==> config.mk <==
export PLATFORM = sky130hd
export DESIGN_NAME = reset_sequencer
export DESIGN_NICKNAME = d
export VERILOG_FILES = /design/src/rtl/reset_sequencer_pkg.sv /design/src/rtl/reset_sequencer_term.sv /design/src/rtl/reset_sequencer.sv
export SDC_FILE = /design/constraint.sdc
export NUM_CORES = 1
export LEC_CHECK = 0
export BUFFER_PORTS_ARGS = -buffer_cell sky130_fd_sc_hd__buf_2
export CAP_MARGIN = 20
export CORE_ASPECT_RATIO = 0.8
export CORE_UTILIZATION = 52
export CTS_CLUSTER_DIAMETER = 100
export DETAILED_ROUTE_END_ITERATION = 12
export GPL_ROUTABILITY_DRIVEN = 1
export PLACE_DENSITY = 0.76
export RECOVER_POWER = 100
export SETUP_SLACK_MARGIN = 0.4
export SLEW_MARGIN = 20
export SYNTH_ARGS = -nofsm -noshare
export SYNTH_HDL_FRONTEND = slang
export SYNTH_SLANG_ARGS = --single-unit
==> constraint.sdc <==
create_clock -name clk -period 2.35 [get_ports clk]
set_clock_uncertainty 0.2 [all_clocks]
set_input_delay 0.47 -clock clk [delete_from_list [all_inputs] [get_ports clk]]
set_output_delay 0.47 -clock clk [all_outputs]
set_load 0.05 [all_outputs]
==> src/rtl/reset_sequencer_pkg.sv <==
// Shared types and helpers for the reset sequencer: FSM state encoding,
// retry counter width and a constant-evaluable clog2.
package reset_sequencer_pkg;

  typedef enum logic [2:0] {
    ST_ASSERT = 3'd0,
    ST_WAIT   = 3'd1,
    ST_GAP    = 3'd2,
    ST_DONE   = 3'd3,
    ST_FAULT  = 3'd4
  } state_t;

  localparam int RETRY_W = 8;

  function automatic int clog2(input int value);
    int r;
    r = 0;
    while ((1 << r) < value) r++;
    return r;
  endfunction

endpackage

==> src/rtl/reset_sequencer_term.sv <==
// Cycle counter with synchronous clear/enable and a terminal flag that is
// high while the count equals limit-1.
module rs_term_counter #(
  parameter int W = 16
) (
  input  logic         clk,
  input  logic         rst,
  input  logic         clr,
  input  logic         en,
  input  logic [W-1:0] limit,
  output logic         term_o
);

  logic [W-1:0] cnt_q;
  logic [W-1:0] cnt_d;

  always_comb begin
    cnt_d = cnt_q;
    if (clr) begin
      cnt_d = '0;
    end else if (en) begin
      cnt_d = cnt_q + W'(1);
    end
  end

  always_ff @(posedge clk or posedge rst) begin
    if (rst) begin
      cnt_q <= '0;
    end else begin
      cnt_q <= cnt_d;
    end
  end

  assign term_o = (cnt_q == (limit - W'(1)));

endmodule

==> src/rtl/reset_sequencer.sv <==
// Releases NUM_STAGES reset domains in order, waiting for each stage's ready
// plus a settle gap; timeouts retry the whole sequence, then latch a fault.
module reset_sequencer
  import reset_sequencer_pkg::*;
#(
  parameter int NUM_STAGES = 4,
  parameter int HOLD       = 16,
  parameter int GAP        = 8,
  parameter int TIMEOUT    = 1024,
  parameter int MAX_RETRY  = 3,
  parameter int CNT_WIDTH  = 16
) (
  input  logic                  clk,
  input  logic                  async_reset_i,
  input  logic                  reset_i,
  input  logic [NUM_STAGES-1:0] ready_i,
  output logic [NUM_STAGES-1:0] rst_o,
  output logic                  done_o,
  output logic                  fault_o,
  output logic [RETRY_W-1:0]    retry_count_o,
  output logic [3:0]            stage_o,
  output state_t                dbg_state_o
);

  localparam int IDX_W = (clog2(NUM_STAGES) < 1) ? 1 : clog2(NUM_STAGES);

  state_t                state_q, state_d;
  logic [IDX_W-1:0]      idx_q, idx_d;
  logic [RETRY_W-1:0]    retry_q, retry_d;
  logic [NUM_STAGES-1:0] rst_q, rst_d;
  logic                  done_q, done_d;
  logic                  fault_q, fault_d;

  logic                  cnt_clr;
  logic                  cnt_en;
  logic                  cnt_term;
  logic [CNT_WIDTH-1:0]  cnt_limit;
  logic                  lost;

  // One counter serves every timed state; clearing on any state change (or
  // restart request) keeps it from carrying a stale count into the next state.
  always_comb begin
    cnt_limit = CNT_WIDTH'(TIMEOUT);
    case (state_q)
      ST_ASSERT: cnt_limit = CNT_WIDTH'(HOLD);
      ST_GAP:    cnt_limit = CNT_WIDTH'(GAP);
      default:   cnt_limit = CNT_WIDTH'(TIMEOUT);
    endcase
  end

  assign cnt_clr = reset_i || (state_d != state_q);
  assign cnt_en  = (state_q == ST_ASSERT) || (state_q == ST_WAIT) || (state_q == ST_GAP);

  rs_term_counter #(
    .W (CNT_WIDTH)
  ) u_term_counter (
    .clk    (clk),
    .rst    (async_reset_i),
    .clr    (cnt_clr),
    .en     (cnt_en),
    .limit  (cnt_limit),
    .term_o (cnt_term)
  );

  always_comb begin
    lost = 1'b0;
    for (int k = 0; k < NUM_STAGES; k++) begin
      if ((k <= int'(idx_q)) && !ready_i[k]) lost = 1'b1;
    end
  end

  // State register
  always_ff @(posedge clk or posedge async_reset_i) begin
    if (async_reset_i) begin
      state_q <= ST_ASSERT;
      idx_q   <= '0;
      retry_q <= '0;
      rst_q   <= '1;
      done_q  <= 1'b0;
      fault_q <= 1'b0;
    end else begin
      state_q <= state_d;
      idx_q   <= idx_d;
      retry_q <= retry_d;
      rst_q   <= rst_d;
      done_q  <= done_d;
      fault_q <= fault_d;
    end
  end

  // Next state; reset_i overrides every other event in the same cycle
  always_comb begin
    state_d = state_q;
    idx_d   = idx_q;
    retry_d = retry_q;
    if (reset_i) begin
      state_d = ST_ASSERT;
      idx_d   = '0;
      retry_d = '0;
    end else begin
      case (state_q)
        ST_ASSERT: begin
          if (cnt_term) begin
            state_d = ST_WAIT;
            idx_d   = '0;
          end
        end
        ST_WAIT: begin
          if (ready_i[idx_q]) begin
            state_d = ST_GAP;
          end else if (cnt_term) begin
            retry_d = (retry_q == RETRY_W'(MAX_RETRY)) ? retry_q : retry_q + RETRY_W'(1);
            if (retry_d == RETRY_W'(MAX_RETRY)) begin
              state_d = ST_FAULT;
            end else begin
              state_d = ST_ASSERT;
              idx_d   = '0;
            end
          end
        end
        ST_GAP: begin
          if (lost) begin
            state_d = ST_ASSERT;
            idx_d   = '0;
          end else if (cnt_term) begin
            if (idx_q == IDX_W'(NUM_STAGES - 1)) begin
              state_d = ST_DONE;
            end else begin
              state_d = ST_WAIT;
              idx_d   = idx_q + IDX_W'(1);
            end
          end
        end
        ST_DONE: begin
          if (lost) begin
            state_d = ST_ASSERT;
            idx_d   = '0;
          end
        end
        ST_FAULT: state_d = ST_FAULT;
        default: begin
          state_d = ST_ASSERT;
          idx_d   = '0;
        end
      endcase
    end
  end

  // Outputs are registered from the next state so they move with the state
  always_comb begin
    rst_d   = '1;
    done_d  = (state_d == ST_DONE);
    fault_d = (state_d == ST_FAULT);
    if ((state_d == ST_WAIT) || (state_d == ST_GAP) || (state_d == ST_DONE)) begin
      for (int k = 0; k < NUM_STAGES; k++) begin
        rst_d[k] = (k > int'(idx_d));
      end
    end
  end

  assign rst_o         = rst_q;
  assign done_o        = done_q;
  assign fault_o       = fault_q;
  assign retry_count_o = retry_q;
  assign stage_o       = 4'(idx_q);
  assign dbg_state_o   = state_q;

endmodule

# Word-level counts from Yosys, hierarchy flattened
# Cells that the tools add are included.
# classes
n_reduce_logical	16
n_mux	35
order_cmp	7
n_eq_ne	14
n_addsub	4
# ops
operator	count
two-way mux 8 bit	5
two-way mux 16 bit	2
two-way mux 3 bit	8
case mux 11 bit (2 select lines)	1
two-way mux 2 bit	10
adder 16 x 1 -> 16 bit (second input constant)	1
equality test 16 bit	1
equality test 8 x 2 -> 1 bit (second input constant)	2
case mux 3 bit (5 select lines)	1
equality test 3 x 2 -> 1 bit (second input constant)	4
subtractor 11 x 1 -> 12 bit (second input constant)	1
case mux 2 bit (5 select lines)	1
adder 8 x 1 -> 8 bit (second input constant)	1
equality test 3 x 1 -> 1 bit (second input constant)	2
equality test 3 bit (second input constant)	2
nonzero test 2 bit	3
logical OR 1 bit	5
two-way mux 1 bit	5
> comparator 2 bit (first input constant)	2
less-or-equal comparator 2 bit (first input constant)	2
two-way mux 4 bit	1
logical AND 1 bit	3
zero test 1 bit	3
zero test 3 bit	1
other kinds (9)	9
# totals
ff_bits	35
inputBits	7
output_inout_bits	21

# Logic depth before layout (Yosys ltp)
# logic_depth
word_depth	12
depth_mapped	9

# Cells and area by module
# A second synthesis with hierarchy kept.
# hier_totals
cells_unflattened	300
hier_area_um2	2596.2
# by_module_without_submodules
mod	area_each_um2	seq_area_each_um2	instances	cells_per_inst
rs_term_counter	1313.8	400.4	1	159
reset_sequencer	1282.5	480.5	1	141

# Worst setup path after synthesis
# Ideal clock, no wire load.
# synth_path
path_type	register to register
startpoint	register retry_q[0] (netlist: retry_count_o[0])
endpoint	register rst_q[3] (netlist: rst_o[3])
setup_time_ps	95
synth_period_minus_slack_ps	2567
arrival_time_ps	2271
path_slack_ps	-217
stages_incl_launch_ff	8
required_time_ps	2055
cell_sequence	dfrtp_1 > ha_1 > nor4b_1 > nand3_1 > a211oi_1 > o2111a_1 > o221a_2 > nand3_1
# synth_via
elab_cells_between_ends	21
# synth_lines
element	line	rtl
from (decl)	reset_sequencer.sv:29	logic [RETRY_W-1:0] retry_q, retry_d;
from (signal assigned)	reset_sequencer.sv:84	retry_q <= retry_d;
adder 8 x 1 -> 8 bit / equality test 8 x 2 -> 1 bit (equally long branches)	reset_sequencer.sv:112	retry_d = (retry_q == RETRY_W'(MAX_RETRY)) ? retry_q : retry_q + RETRY_W'(1);
two-way mux 8 bit (*)	reset_sequencer.sv:112	
equality test 8 x 2 -> 1 bit (*)	reset_sequencer.sv:113	if (retry_d == RETRY_W'(MAX_RETRY)) begin
two-way mux 2 bit (*)	reset_sequencer.sv:113	
two-way mux 2 bit (*)	reset_sequencer.sv:111	end else if (cnt_term) begin
two-way mux 2 bit (*)	reset_sequencer.sv:109	if (ready_i[idx_q]) begin
case mux 2 bit (5 select lines) (*)	reset_sequencer.sv:101	case (state_q)
two-way mux 2 bit (*)	reset_sequencer.sv:96	if (reset_i) begin
via idx_d[1]	reset_sequencer.sv:28	logic [IDX_W-1:0] idx_q, idx_d;
> comparator 2 bit (*)	reset_sequencer.sv:156	rst_d[k] = (k > int'(idx_d));
two-way mux 4 bit (*)	reset_sequencer.sv:154	if ((state_d == ST_WAIT) || (state_d == ST_GAP) || (state_d == ST_DONE)) begin
via rst_d[3]	reset_sequencer.sv:30	logic [NUM_STAGES-1:0] rst_q, rst_d;
to (signal assigned)	reset_sequencer.sv:85	rst_q <= rst_d;
to (decl)	reset_sequencer.sv:30	
# Mark *: on every way through the listed nets, which the timed path passes. The rest lies on a longest branch.
# A chain may end at the register's enable or synchronous reset.

# Final worst setup path
# layout_path
startpoint	register state_q[2] (netlist: dbg_state_o[2])
endpoint	register u_term_counter.cnt_q[15]
# layout_via
elab_chain_len	11
elab_cells_between_ends	22
# layout_lines
element	line	rtl
from (decl)	reset_sequencer.sv:27	state_t state_q, state_d;
from (signal assigned)	reset_sequencer.sv:82	state_q <= state_d;
equality test 3 x 2 -> 1 bit / zero test 3 bit (equally long branches)	reset_sequencer.sv:44, reset_sequencer.sv:52, reset_sequencer.sv:101	
case mux 11 bit (2 select lines)	reset_sequencer.sv:44	case (state_q)
subtractor 11 x 1 -> 12 bit	reset_sequencer_term.sv:34	assign term_o = (cnt_q == (limit - W'(1)));
equality test 16 bit	reset_sequencer_term.sv:34	
two-way mux 3 bit, on equally long branches	reset_sequencer.sv:125, reset_sequencer.sv:111	
two-way mux 3 bit, on equally long branches	reset_sequencer.sv:122, reset_sequencer.sv:109	
case mux 3 bit (5 select lines)	reset_sequencer.sv:101	
two-way mux 3 bit	reset_sequencer.sv:96	
inequality test 3 bit	reset_sequencer.sv:51	assign cnt_clr = reset_i || (state_d != state_q);
logical OR 1 bit	reset_sequencer.sv:51	
two-way mux 16 bit / nonzero test 2 bit (equally long branches)	-	
to (signal assigned)	reset_sequencer_term.sv:30	cnt_q <= cnt_d;
to (decl)	reset_sequencer_term.sv:14	logic [W-1:0] cnt_q;
# Several ways; a longest one is shown, not always the timed one.

==> flow_metrics.env <==
export IMPL_avgSynthCellArea_um2=9.18
export IMPL_cp_slowest_cell="dfrtp_2"
export IMPL_async_flop_share_pct=100
export IMPL_critPathMaxFanout=8
export IMPL_final_area_um2=3040
export IMPL_vias=2061
export IMPL_synth_adder_area_share_pct=1.19
export IMPL_crit_chain="nor4_4, o21ai_4, buf_12, a211oi_4, buf_6, a2bb2oi_2, nor2_2, o21ai_4, buf_12, nor2_2"
export IMPL_rr_worst_depth=10
export IMPL_numPortBuffers=25
export IMPL_wl_um=6330
export IMPL_post_place_cells=319
export IMPL_postRouteAntennaNets=0
export IMPL_h_tree_depth=2
export IMPL_clock_fmax_mhz=409
export IMPL_grt_pass1_wl_um=8640
export IMPL_io_pins=28
export IMPL_avgViaCountPerCell=5.86
export IMPL_synth_cell_area_um2=2110
export IMPL_powerDensity_nw_per_um2=403
export IMPL_p_comb_share_pct=11.1
export IMPL_grt_start_max_net_pins=36
export IMPL_power_leakage_nw=1.18
export IMPL_hold_class="in2async"
export IMPL_critPathKind="reg2reg"
export IMPL_critPathBufInv=3
export IMPL_ys_warn_count=0
export IMPL_synth_seq_cells=35
export IMPL_place_gp_congestion=0.869
export IMPL_synth_distinct_cells=54
export IMPL_seqPwrFrac_pct=51.3
export IMPL_clkSinkCount=35
export IMPL_place_area_um2=2490
export IMPL_status="finished with violations"
export IMPL_syn_to_final_growth_pct=44.2
export IMPL_synth_mux_area_share_pct=3.14
export IMPL_cts_max_path_buffers=2
export IMPL_final_util_pct=79.0
export IMPL_antenna_found_initial=0
export IMPL_synth_top_family_by_area="simple AND/OR/NAND/NOR gates"
export IMPL_setup_viol=21
export IMPL_required_ns=2.32
export IMPL_r2r_start="dbg_state_o[2]"
export IMPL_die_y_um=59.0
export IMPL_synth_edf_count=0
export IMPL_clockPowerShare_pct=37.6
export IMPL_hold_violations=0
export IMPL_die_x_um=73.2
export IMPL_worst_endpoint_arrival_ns=2.41
export IMPL_synth_simple_area_share_pct=25.1
export IMPL_slew_headroom_pct=42.0
export IMPL_initialDrtViolationCount=162
export IMPL_power_mw=1.23
export IMPL_cts_tree="built"
export IMPL_core_um2=3850
export IMPL_num_antenna_cells=0
export IMPL_setup_ws_ns=-0.0976
export IMPL_synth_xor_area_share_pct=9.13
export IMPL_yosysSeqAreaShare_pct=41.7
export IMPL_start_util_pct=54.8
export IMPL_stdcell_count=352
export IMPL_critical_path_top_delay_family="compound AO/OA/AOI/OAI gates"
export IMPL_drive_gt1_share_pct=46.5
export IMPL_ir_drop_uv=253
export IMPL_nFillCells=252
export IMPL_maxCapViolations=0
export IMPL_path_clk_slew_ns=0.08
export IMPL_r2r_end="u_term_counter.cnt_q[15]"
export IMPL_layout_min_cycle_time_ns=2.45
export IMPL_finalSetupTns_ns=-1.50
export IMPL_power_internal_uw=905
export IMPL_swShare_pct=26.2
export IMPL_fin_nets=305
export IMPL_grt_overflow=0
export IMPL_synth_compound_gate_area_share_pct=14.8
export IMPL_syn_instance_count=230
export IMPL_worstSetupEndpointType="flop"
export IMPL_r2r_slack_ns=-0.1
export IMPL_num_rows=20
export IMPL_wl_per_cell_um=18.0
export IMPL_dieArea_um2=4320
export IMPL_fin_crit_sh_pct=104
export IMPL_clk_latency_ns=0.30
export IMPL_grt_pass1_vias=1832
export IMPL_first_pass_iters=5
export IMPL_rsz0062_at_grt="true"
export IMPL_synth_main_ff_cell="dfrtp_1"
export IMPL_cts_root_buffer="clkbuf_8"
export IMPL_dp_hpwl_um=3350
export IMPL_critPathLaunchType="flop"
export IMPL_cts_buffers=5
export IMPL_worst_pin_slew_ns=0.870
export IMPL_violations="setup timing"
export IMPL_track_usage_pct=27.5
export IMPL_critical_path_max_stage_delay_ns=0.45
export IMPL_power_switching_uw=322
export IMPL_maxSlewViolCount=0
export IMPL_route_detailed_drc=0
==> power groups by stage <==
stage               Sequential, mW  Clock (mW)  Combinational [mW]
global placement             0.638           0              0.0915
CTS                          0.627       0.462               0.105
detailed placement           0.639           0              0.0943
global route                 0.631       0.484               0.146
finish                       0.630       0.461               0.136
floorplan                    0.635           0              0.0704
==> Yosys cell counts (2+ instances only) <==
| cell type | n | share of area (%) |
|---|---|---|
| nor2b_1 | 5 | 1.5 |
| a211oi_1 | 3 | 1.1 |
| inv_1 | 8 | 1.4 |
| a21oi_1 | 6 | 1.4 |
| buf_4 | 4 | 1.4 |
| dfrtp_1 | 31 | 37 |
| or3_1 | 4 | 1.2 |
| nor3_1 | 5 | 1.2 |
| ha_1 | 2 | 1.2 |
| and4_1 | 2 | 0.83 |
| o21ai_2 | 2 | 0.83 |
| buf_2 | 4 | 0.95 |
| xor2_1 | 11 | 4.6 |
| mux2i_1 | 3 | 1.4 |
| nand4_1 | 9 | 2.7 |
| and3_1 | 2 | 0.59 |
| xnor2_1 | 11 | 4.6 |
| nand2_1 | 16 | 2.8 |
| a21boi_0 | 2 | 0.71 |
| nor2_1 | 39 | 6.9 |
| dfstp_2 | 4 | 5.0 |
| nand3_1 | 11 | 2.6 |
| or2_2 | 2 | 0.59 |
| o21ai_0 | 9 | 2.1 |
| clkbuf_1 | 5 | 0.89 |
| o21ba_2 | 2 | 0.95 |
==> final cells by class <==
cell class | count | area (um^2) | area share, %
clock inverters | 1 | 5.00 | 0.164
repair buffers | 71 | 520 | 17.1
inverters | 8 | 30.0 | 0.986
multi-input cells | 175 | 1440 | 47.3
well taps | 55 | 68.8 | 2.26
clock buffers | 7 | 86.3 | 2.84
flip-flops and latches | 35 | 895 | 29.4
==> placed cells by master (no fill, tap or decap), types with 3 or more instances in the layout <==
cell type | synthesis | routed
buf_2 | 4 | 6
nor2_2 | 0 | 8
xor2_1 | 11 | 11
dfrtp_1 | 31 | 20
nand3_2 | 1 | 3
buf_4 | 4 | 33
or3_4 | 0 | 3
buf_6 | 0 | 9
nand2_1 | 16 | 14
nor2_1 | 39 | 23
nor2b_1 | 5 | 5
clkbuf_1 | 5 | 20
inv_1 | 8 | 8
xnor2_1 | 11 | 10
nand4_1 | 9 | 9
o21ai_0 | 9 | 4
clkbuf_8 | 0 | 6
nor2_4 | 0 | 8
dfrtp_2 | 0 | 11
nand3_1 | 11 | 7
nor3_2 | 0 | 4
dfstp_2 | 4 | 4
a21oi_2 | 1 | 3
a21oi_1 | 6 | 3
o21ai_2 | 2 | 4
==> state kept, by name, indices dropped and copies added, names as in the netlist <==
name                  count
fault_o                   1
rst_o                     4
dbg_state_o               3
u_term_counter.cnt_q     16
idx_q                     2
retry_count_o             8
done_o                    1
==> timing repair <==
action,CTS,global route
buffers inserted,17,7
resized for setup,28,42
setup endpoints to repair,34,35
cloned,0,1
pin swaps,19,19
hold buffers,0,0
==> worst register-to-register path, cell delays in order, from the launching register on <==
cell and delay (ns):
dfrtp_2 0.45, nor4_4 0.34, o21ai_4 0.13, buf_12 0.14, a211oi_4 0.25, buf_6 0.15, a2bb2oi_2 0.14, nor2_2 0.06
o21ai_4 0.22, buf_12 0.19, nor2_2 0.05
==> per-layer routing <==
layer | GRT usage (%) | up-vias | part of all wire, %
met5 | 0 | - | 0
met4 | 12.6 | 0 | 3.1
met3 | 7.48 | 23 | 5.7
met2 | 43.4 | 88 | 48
met1 | 35.6 | 1018 | 43
li1 | - | 932 | -
==> stage by stage <==
step | hold WS (ns) | setup slack (ns)
6_report | 0.224 | -0.0976
4_1_cts | 0.0768 | 0.0173
3_3_place_gp | 0.339 | 0.0573
2_1_floorplan | 0.313 | -0.00716
5_1_grt | 0.310 | -0.163
3_5_place_dp | 0.364 | -0.0426
==> worst max-delay path by stage <==
| stage | end | cells past startpoint | slack [ns] | startpoint |
|---|---|---|---|---|
| after floorplan | retry_count_o[4] | 6 | -0.007 | idx_q[0] |
| after global placement | retry_count_o[7] | 7 | 0.06 | ready_i[0] |
| after detailed placement | retry_count_o[5] | 7 | -0.04 | ready_i[0] |
| after CTS | rst_o[1] | 8 | 0.02 | u_term_counter.cnt_q[15] |
| after global routing | u_term_counter.cnt_q[15] | 10 | -0.16 | dbg_state_o[2] |
| final | u_term_counter.cnt_q[15] | 10 | -0.1 | dbg_state_o[2] |
==> cells by family after synthesis <==
logic type | after synthesis
adders and majority gates | 2
DFF | 35
buffers and inverters | 21
xor gates and xnor gates | 22
other | 1
muxes | 5
and+or+nand+nor | 104
AOI/OAI and AO/OA | 40
Note: power is estimated with default switching activity, not from simulation.
